===== src/rtl/instr_encoder.sv =====
// -----------------------------------------------------------------------------
// instr_encoder
//
// Packs RV32I instruction fields into 32-bit instruction words and queues each
// word with its target instruction-memory address. It sits between a program
// generator (test or boot stimulus) and an instruction-memory write port, so
// programs can be generated and loaded in hardware.
//
// Handshakes (both sides): a transfer completes on a rising edge where valid
// and ready are both high. The producer holds its payload stable while valid
// is high and not yet accepted. in_ready never depends on in_valid or
// out_ready, and out_valid never depends on out_ready, so no combinational
// loop can form through this block.
//
// Optional feature:
//   ENC_RANGE_CHECK_EN  When defined, immediates are range checked per format
//                       (I/S signed 12-bit, B signed 13-bit even, J signed
//                       21-bit even). A violating request is accepted but
//                       dropped, err pulses and the address counter holds.
//                       When undefined, out-of-range bits are truncated and
//                       imm[0] is ignored for B/J.
//
// Parameters:
//   ADDR_WIDTH  width of out_addr and the address counter
//   BASE_ADDR   first address after reset/flush (multiple of 4)
//   DEPTH       output buffer entries (power of two, >= 2)
//
// Ports:
//   clk        in   clock, all state on rising edge
//   rst        in   synchronous active-high reset
//   flush      in   empty buffer, reload address counter to BASE_ADDR
//   in_valid   in   request present
//   in_ready   out  request can be accepted this cycle
//   op         in   [6:0]  opcode
//   rd/rs1/rs2 in   [4:0]  register indices
//   funct3     in   [2:0]
//   funct7     in   [6:0]
//   imm        in   [31:0] immediate, two's complement
//   out_valid  out  buffered word available
//   out_ready  in   consumer takes word
//   out_instr  out  [31:0] head-entry instruction word
//   out_addr   out  [ADDR_WIDTH-1:0] head-entry address
//   err        out  one-cycle pulse: an accepted request was dropped
//   emitted    out  [15:0] count of words popped, wraps
// -----------------------------------------------------------------------------
module instr_encoder #(
  parameter int unsigned            ADDR_WIDTH = 32,
  parameter logic [ADDR_WIDTH-1:0]  BASE_ADDR  = '0,
  parameter int unsigned            DEPTH      = 4
) (
  input  logic                  clk,
  input  logic                  rst,
  input  logic                  flush,
  input  logic                  in_valid,
  output logic                  in_ready,
  input  logic [6:0]            op,
  input  logic [4:0]            rd,
  input  logic [4:0]            rs1,
  input  logic [4:0]            rs2,
  input  logic [2:0]            funct3,
  input  logic [6:0]            funct7,
  input  logic [31:0]           imm,
  output logic                  out_valid,
  input  logic                  out_ready,
  output logic [31:0]           out_instr,
  output logic [ADDR_WIDTH-1:0] out_addr,
  output logic                  err,
  output logic [15:0]           emitted
);

  localparam int unsigned PW = (DEPTH > 1) ? $clog2(DEPTH) : 1;
  localparam int unsigned CW = PW + 1;

  localparam logic [6:0] OP_LOAD   = 7'b0000011;
  localparam logic [6:0] OP_STORE  = 7'b0100011;
  localparam logic [6:0] OP_IMM    = 7'b0010011;
  localparam logic [6:0] OP_REG    = 7'b0110011;
  localparam logic [6:0] OP_BRANCH = 7'b1100011;
  localparam logic [6:0] OP_JAL    = 7'b1101111;
  localparam logic [6:0] OP_JALR   = 7'b1100111;

  typedef enum logic [2:0] {
    FMT_NONE,
    FMT_I,
    FMT_S,
    FMT_R,
    FMT_B,
    FMT_J
  } fmt_e;

  // ---------------------------------------------------------------------------
  // State
  // ---------------------------------------------------------------------------
  logic [31:0]           instr_mem [DEPTH];
  logic [ADDR_WIDTH-1:0] addr_mem  [DEPTH];

  logic [PW-1:0]         head_q, head_d;
  logic [PW-1:0]         tail_q, tail_d;
  logic [CW-1:0]         count_q, count_d;
  logic [ADDR_WIDTH-1:0] addr_q, addr_d;
  logic                  err_q, err_d;
  logic [15:0]           emitted_q, emitted_d;

  // ---------------------------------------------------------------------------
  // Format selection and encoding
  // ---------------------------------------------------------------------------
  fmt_e        fmt;
  logic [2:0]  f3_eff;
  logic [31:0] enc;
  logic        range_ok;

  always_comb begin
    fmt    = FMT_NONE;
    f3_eff = funct3;
    unique case (op)
      OP_LOAD, OP_IMM: fmt = FMT_I;
      OP_JALR: begin
        fmt    = FMT_I;
        f3_eff = 3'b000;   // JALR only defines funct3 = 000
      end
      OP_STORE:  fmt = FMT_S;
      OP_REG:    fmt = FMT_R;
      OP_BRANCH: fmt = FMT_B;
      OP_JAL:    fmt = FMT_J;
      default:   fmt = FMT_NONE;
    endcase
  end

  always_comb begin
    enc = '0;
    unique case (fmt)
      FMT_I: enc = {imm[11:0], rs1, f3_eff, rd, op};
      FMT_S: enc = {imm[11:5], rs2, rs1, f3_eff, imm[4:0], op};
      FMT_R: enc = {funct7, rs2, rs1, f3_eff, rd, op};
      FMT_B: enc = {imm[12], imm[10:5], rs2, rs1, f3_eff, imm[4:1], imm[11], op};
      FMT_J: enc = {imm[20], imm[10:1], imm[11], imm[19:12], rd, op};
      default: enc = '0;
    endcase
  end

`ifdef ENC_RANGE_CHECK_EN
  // A value fits a signed N-bit field when bits [31:N-1] are all copies of
  // the sign bit.
  always_comb begin
    range_ok = 1'b1;
    unique case (fmt)
      FMT_I, FMT_S: range_ok = (imm[31:11] == {21{imm[31]}});
      FMT_B:        range_ok = (imm[31:12] == {20{imm[31]}}) && !imm[0];
      FMT_J:        range_ok = (imm[31:20] == {12{imm[31]}}) && !imm[0];
      default:      range_ok = 1'b1;
    endcase
  end
`else
  // Upper immediate bits and imm[0] only matter when range checking is on.
  logic unused_imm_bits;
  assign unused_imm_bits = ^{imm[31:21], imm[0]};
  assign range_ok = 1'b1;
`endif

  // ---------------------------------------------------------------------------
  // Handshakes
  // ---------------------------------------------------------------------------
  logic accept;
  logic push;
  logic pop;

  // Full blocks input even when a pop happens on the same edge.
  assign in_ready  = !rst && !flush && (count_q < CW'(DEPTH));
  assign out_valid = (count_q != '0) && !flush;

  assign accept = in_valid && in_ready;
  assign push   = accept && (fmt != FMT_NONE) && range_ok;
  assign pop    = out_valid && out_ready;

  // ---------------------------------------------------------------------------
  // Next-state logic
  // ---------------------------------------------------------------------------
  always_comb begin
    head_d    = head_q;
    tail_d    = tail_q;
    count_d   = count_q;
    addr_d    = addr_q;
    err_d     = accept && !push;
    emitted_d = emitted_q;

    if (pop) begin
      emitted_d = emitted_q + 16'd1;
    end

    if (flush) begin
      // accept and pop are both forced low during flush via the ready/valid
      // terms, so only the pointer reload is needed here.
      head_d  = '0;
      tail_d  = '0;
      count_d = '0;
      addr_d  = BASE_ADDR;
    end else begin
      if (push) begin
        tail_d = tail_q + PW'(1);
        addr_d = addr_q + ADDR_WIDTH'(4);
      end
      if (pop) begin
        head_d = head_q + PW'(1);
      end
      unique case ({push, pop})
        2'b10:   count_d = count_q + CW'(1);
        2'b01:   count_d = count_q - CW'(1);
        default: count_d = count_q;
      endcase
    end
  end

  // ---------------------------------------------------------------------------
  // Registers
  // ---------------------------------------------------------------------------
  always_ff @(posedge clk) begin
    if (rst) begin
      head_q    <= '0;
      tail_q    <= '0;
      count_q   <= '0;
      addr_q    <= BASE_ADDR;
      err_q     <= 1'b0;
      emitted_q <= '0;
    end else begin
      head_q    <= head_d;
      tail_q    <= tail_d;
      count_q   <= count_d;
      addr_q    <= addr_d;
      err_q     <= err_d;
      emitted_q <= emitted_d;
    end
  end

  // Storage needs no reset: entries are only visible while count_q covers them.
  always_ff @(posedge clk) begin
    if (push) begin
      instr_mem[tail_q] <= enc;
      addr_mem[tail_q]  <= addr_q;
    end
  end

  // ---------------------------------------------------------------------------
  // Outputs
  // ---------------------------------------------------------------------------
  // When empty, out_addr shows the address the next word will receive, which
  // equals BASE_ADDR right after reset or flush.
  assign out_instr = (count_q != '0) ? instr_mem[head_q] : 32'd0;
  assign out_addr  = (count_q != '0) ? addr_mem[head_q]  : addr_q;
  assign err       = err_q;
  assign emitted   = emitted_q;

endmodule


===== config.mk =====
export PLATFORM = sky130hd
export DESIGN_NAME = instr_encoder
export DESIGN_NICKNAME = d
export VERILOG_FILES = /design/src/rtl/instr_encoder.sv
export SDC_FILE = /design/constraint.sdc
export NUM_CORES = 1
export LEC_CHECK = 0
export ABC_CLOCK_PERIOD_IN_PS = 10650
export BUFFER_PORTS_ARGS = -buffer_cell sky130_fd_sc_hd__buf_2
export CAP_MARGIN = 20
export CORE_UTILIZATION = 50
export CTS_BUF_LIST = sky130_fd_sc_hd__clkbuf_4 sky130_fd_sc_hd__clkbuf_8
export CTS_CLUSTER_DIAMETER = 60
export CTS_CLUSTER_SIZE = 12
export DETAILED_ROUTE_END_ITERATION = 6
export PLACE_DENSITY = 0.7
export SYNTH_ARGS = -nofsm -noshare
export SYNTH_HDL_FRONTEND = slang
export SYNTH_SLANG_ARGS = --single-unit

===== constraint.sdc =====
create_clock -name clk -period 10.65 [get_ports clk]
set_input_delay 2.6625 -clock clk [delete_from_list [all_inputs] [get_ports clk]]
set_output_delay 2.6625 -clock clk [all_outputs]
set_load 0.02 [all_outputs]

After elaboration in Yosys (flattened, before gate mapping)
Memory sizes are Yosys's and may differ from the RTL's. A register that Yosys moved wholly into a read port is not among the register bits.
Index checks and enable logic that the tools add are counted.

storage, ports and cells
  output and inout bits = 83
  bits in registers = 56
  memories kept = 2
  word-level logic and storage cells = 56
  RAM bits = 256

memory list
  memory     depth  width  read ports  clocked after memory_dff  write ports  line  RTL
  addr_mem   4      32     1           1                         1            95    logic [ADDR_WIDTH-1:0] addr_mem [DEPTH];
  instr_mem  4      32     1           1                         1            94    logic [31:0] instr_mem [DEPTH];

operators by class
  mux-type cells = 12
  equal/unequal tests = 14
  add/sub/neg operators = 6
  $lt $le $gt $ge = 1
  reduce and logical (&&, ||, !) cells = 15

operators with widths
  kind                                                                count
  32-bit case mux with 5 select lines                                 1
  32-bit two-way mux                                                  2
  32-bit by 3-bit adder with 32-bit output, second input constant     1
  7-bit == test, second input constant                                3
  16-bit by 1-bit adder with 16-bit output, second input constant     1
  3-bit case mux with 5 select lines                                  1
  7-bit by 6-bit == test with 1-bit output, second input constant     2
  2-bit two-way mux                                                   4
  7-bit by 2-bit == test with 1-bit output, second input constant     1
  7-bit by 5-bit == test with 1-bit output, second input constant     1
  1-bit logical AND                                                   7
  3-bit by 2-bit == test with 1-bit output, second input constant     2
  3-bit == test, second input constant                                2
  3-bit case mux with 2 select lines                                  1
  3-bit nonzero test                                                  2
  2-bit by 1-bit adder with 2-bit output, second input constant       2
  3-bit by 1-bit adder with 3-bit output, second input constant       1
  3-bit by 1-bit == test with 1-bit output, second input constant     1
  1-bit zero test                                                     3
  3-bit < comparator, second input constant                           1
  3-bit two-way mux                                                   1
  3-bit OR reduction                                                  1
  3-bit by 1-bit subtractor with 3-bit output, second input constant  1
  2-bit by 1-bit == test with 1-bit output, second input constant     1
  4 further kinds                                                     5

Longest topological paths before layout
  depth after elaboration = 7
  depth in mapped cells = 12
  depth with buffers taken out = 10

Least setup slack after synthesis
Ideal clock, no wire load.

  kind = input to output
  start = input port rst
  end = output port in_ready
  cell stages on the path = 5
  required time = 7.988 ns
  data arrival time = 3.746 ns
  slack = 4.241 ns
  cells stage by stage = buf_2 or2_2 clkbuf_1 clkbuf_1 nor2_1

on the way
  cells in the longest elaborated chain, start to end = 3

ends and longest elaborated chain
  what                             line  RTL
  from (decl)                      52    input logic rst,
  1-bit zero test                  168   assign in_ready = !rst && !flush && (count_q < CW'(DEPTH));
  1-bit logical AND (2 in series)  168
  to (decl)                        55    output logic in_ready,

Every way passes these cells.

Final worst setup path
Same ends and word-level chain as after synthesis.

==> impl_metrics.env <==
export IMPL_run_status="complete, no violations"
export IMPL_dpl_worst_slack_ns=4.055
export IMPL_fin_setup_tns_ns=0
export IMPL_yosys_cell_count_top_type="edfxtp_1"
export IMPL_syn_mean_instance_area_um2=16.44
export IMPL_first_global_vias=7169
export IMPL_drt_pre_antenna_iters=5
export IMPL_post_detailed_route_via_to_cell_ratio=5.722
export IMPL_place_congestion=0.7833
export IMPL_power_density_cell_area_mw_per_mm2=141.7
export IMPL_cts_root_buffer_cell="clkbuf_8"
export IMPL_critical_path_startpoint="rst"
export IMPL_tritoncts="done"
export IMPL_holdCritPathClass="register to register"
export IMPL_grt_antenna_before_repair=0
export IMPL_share_clk_of_total_power_pct=35.3
export IMPL_ys_ff_latch=304
export IMPL_final_layout_size_suffix_gt1_share_pct=33.62
export IMPL_rsz0062_at_grt="no"
export IMPL_path_class="input pin to primary output"
export IMPL_worst_clock_skew_ns=0.01789
export IMPL_number_of_hold_buffers_added_after_cts=0
export IMPL_clk_pin_slew_ns=0.08
export IMPL_crit_end="in_ready"
export IMPL_routedWlPerCell_um=20.24
export IMPL_intPower_mw=1.619
export IMPL_synth_top_cells_by_count="248 x edfxtp_1, 62 x mux4_2, 56 x dfxtp_1"
export IMPL_async_reset_ff_share_pct=0
export IMPL_distinct_cells_synth=54
export IMPL_p_sw_uw=398.2
export IMPL_placeableCoreArea_mm2=0.02460
export IMPL_io_buffers=138
export IMPL_synth_area_leader_cell="edfxtp_1"
export IMPL_die_width_um=161.2
export IMPL_power_ir_vdd_worst_mv=0.09073
export IMPL_dieArea_mm2=0.02599
export IMPL_nNetsFinal=985
export IMPL_worst_slew_pin_transition_ns=1.004
export IMPL_synthesis_instances=771
export IMPL_antenna_cells_inserted=0
export IMPL_power_frac_comb_pct=1.8
export IMPL_rows=57
export IMPL_timing_final_crit_period_ns=6.574
export IMPL_worstHoldStart="tail_q[1]"
export IMPL_die_y_um=161.2
export IMPL_syn_area_mm2=0.01267
export IMPL_drt_iter0_markers=517
export IMPL_number_of_synthesized_flops_with_an_enable_pin=248
export IMPL_final_max_slew_viol_count=0
export IMPL_worst_r2r_startpoint="count_q[2]"
export IMPL_clock_latency_ns=0.57
export IMPL_cts_setup_buffers=0
export IMPL_gr_usage_all_layers_pct=19.95
export IMPL_grt_first_pass_wirelength_um=40190
export IMPL_setup_worst_path_start_class="input pin"
export IMPL_postCtsResizedCells=0
export IMPL_io_pins=152
export IMPL_setup_violations=0
export IMPL_drc=0
export IMPL_r2r_setup_slack_ns=7.92
export IMPL_drv_cap=0
export IMPL_layout_area_overhead_vs_synth_pct=12.38
export IMPL_initial_core_util_pct=51.51
export IMPL_worst_r2r_cell_count=9
export IMPL_setup_ws_ns=4.076
export IMPL_cts_buffer_depth=3
export IMPL_switching_share_pct=19.74
export IMPL_cts_max_level=1
export IMPL_number_of_clock_sinks=304
export IMPL_final_core_util_pct=57.89
export IMPL_grt_overflow_total=0
export IMPL_design_area_mm2=0.01424
export IMPL_grt_start_max_net_pins=63
export IMPL_max_clock_freq_mhz=152.1
export IMPL_critical_path_at_ns=3.91
export IMPL_worst_ep_required_time_ns=7.99
export IMPL_drtAntennaViolNets=0
export IMPL_synth_main_ff_cell="edfxtp_1"
export IMPL_yosysSeqAreaShare_pct=67.60
export IMPL_route_final_wire_length_um=25400
export IMPL_synth_warnings=0
export IMPL_crit_reg2reg_capture="count_q[2]"
export IMPL_post_synth_main_area_contributors="edfxtp_1 59%, mux4_2 11%, dfxtp_1 8.8%, mux2_2 2.8%, xnor2_1 1.7%"
export IMPL_place_detailed_instances=1199
export IMPL_leakage_dissipation_nw=4.610
export IMPL_endpoint_kind="primary output"
export IMPL_placement_cell_area_mm2=0.01365
export IMPL_worst_path_max_fanout=34
export IMPL_timing_slew_headroom_pct=32.80
export IMPL_p_seq_share_pct=62.9
export IMPL_timing_final_hold_violations=0
export IMPL_post_layout_nonfiller_instances=1255
export IMPL_dpl_hpwl_um=14970
export IMPL_overall_via_count_from_detail_route=7181
export IMPL_finalCritPeriodShare_pct=61.73
export IMPL_cts_inserted_buffers=29
export IMPL_post_synth_top_area_fraction_pct=58.76
[layer usage]
metal / GRT usage (%) / wire, µm / vias to the layer above
met1: 28.57 / 11370 / 3613
met3: 2.825 / 1454 / 32
met5: 0 / 0 / -
met4: 4.545 / 433 / 0
li1: - / - / 3290
met2: 32.58 / 12140 / 246
[metrics by stage]
step / hold WS (ns) / total power [mW]
final: 0.5131 / 2.018
after detailed placement: 0.4985 / 1.333
after floorplan: 0.4692 / 1.316
after global placement: 0.4852 / 1.332
after CTS: 0.5105 / 2.039
after global routing: 0.5572 / 2.086
[worst min path at each step]
stage	endpoint	slack, ns	cells past startpoint
after global placement	tail_q[1]	0.49	2
after CTS	tail_q[1]	0.51	2
after floorplan	tail_q[1]	0.47	2
final	tail_q[1]	0.51	2
after detailed placement	tail_q[1]	0.50	2
after global routing	tail_q[1]	0.56	2
[state kept, by name (all words and copies together), names as in the netlist, named ones only]
signal,count
instr_mem,128
tail_q,2
count_q,3
emitted,16
addr_mem,120
addr_q,30
err,1
head_q,2
[worst max-delay path, cell delays in order]
cell	delay (ns)
buf_2	0.32
or2_2	0.65
nor2_1	0.09
buf_2	0.19
[area by class of cell]
type / count / area (µm²)
fill: 1961 / 10360
sequential: 304 / 8573
multi-input combinational: 410 / 3856
timing repair buffer: 149 / 768.2
clock buffer: 52 / 571.8
tap: 324 / 405.4
inverter: 14 / 52.55
clock inverter: 2 / 16.27
[placed cells by master, fill, tap and decap left out, types with 4 or more instances in the layout]
master,n
nor3_1,6
and2_2,4
dfxtp_1,54
ha_1,7
edfxtp_1,248
buf_2,138
buf_4,9
nor2_1,48
nor2b_1,33
clkbuf_4,23
and4_1,9
mux2_2,31
o21ai_0,9
inv_1,14
mux4_2,62
nand3_1,18
nand2_1,28
a22o_1,23
nand4_1,12
a21oi_1,15
mux2i_1,4
a2111oi_2,4
xnor2_1,24
or3_1,4
clkbuf_8,29
and3_1,9
a211oi_1,6
xor2_1,13
o31ai_1,4
[power groups by stage]
stage	logic (mW)	clock network (mW)	registers, mW
floorplan	0.0192	0	1.30
global route	0.0397	0.776	1.27
CTS	0.0362	0.734	1.27
detailed placement	0.0359	0	1.30
global placement	0.0355	0	1.30
finish	0.0364	0.712	1.27
[logic make-up (layout without fill, tap and decap cells)]
logic type / Yosys count / after routing / synth area share [%]
other cells: 1 / 2 / 0.02959
buf+inv: 58 / 217 / 2.083
fa+ha+maj: 8 / 8 / 0.8489
xor+xnor: 37 / 37 / 2.557
simple gates: 188 / 188 / 8.026
flops: 304 / 304 / 67.60
mux: 97 / 97 / 14.09
compound gates: 78 / 78 / 4.768
No activity file was read; power rests on OpenSTA's default activity.
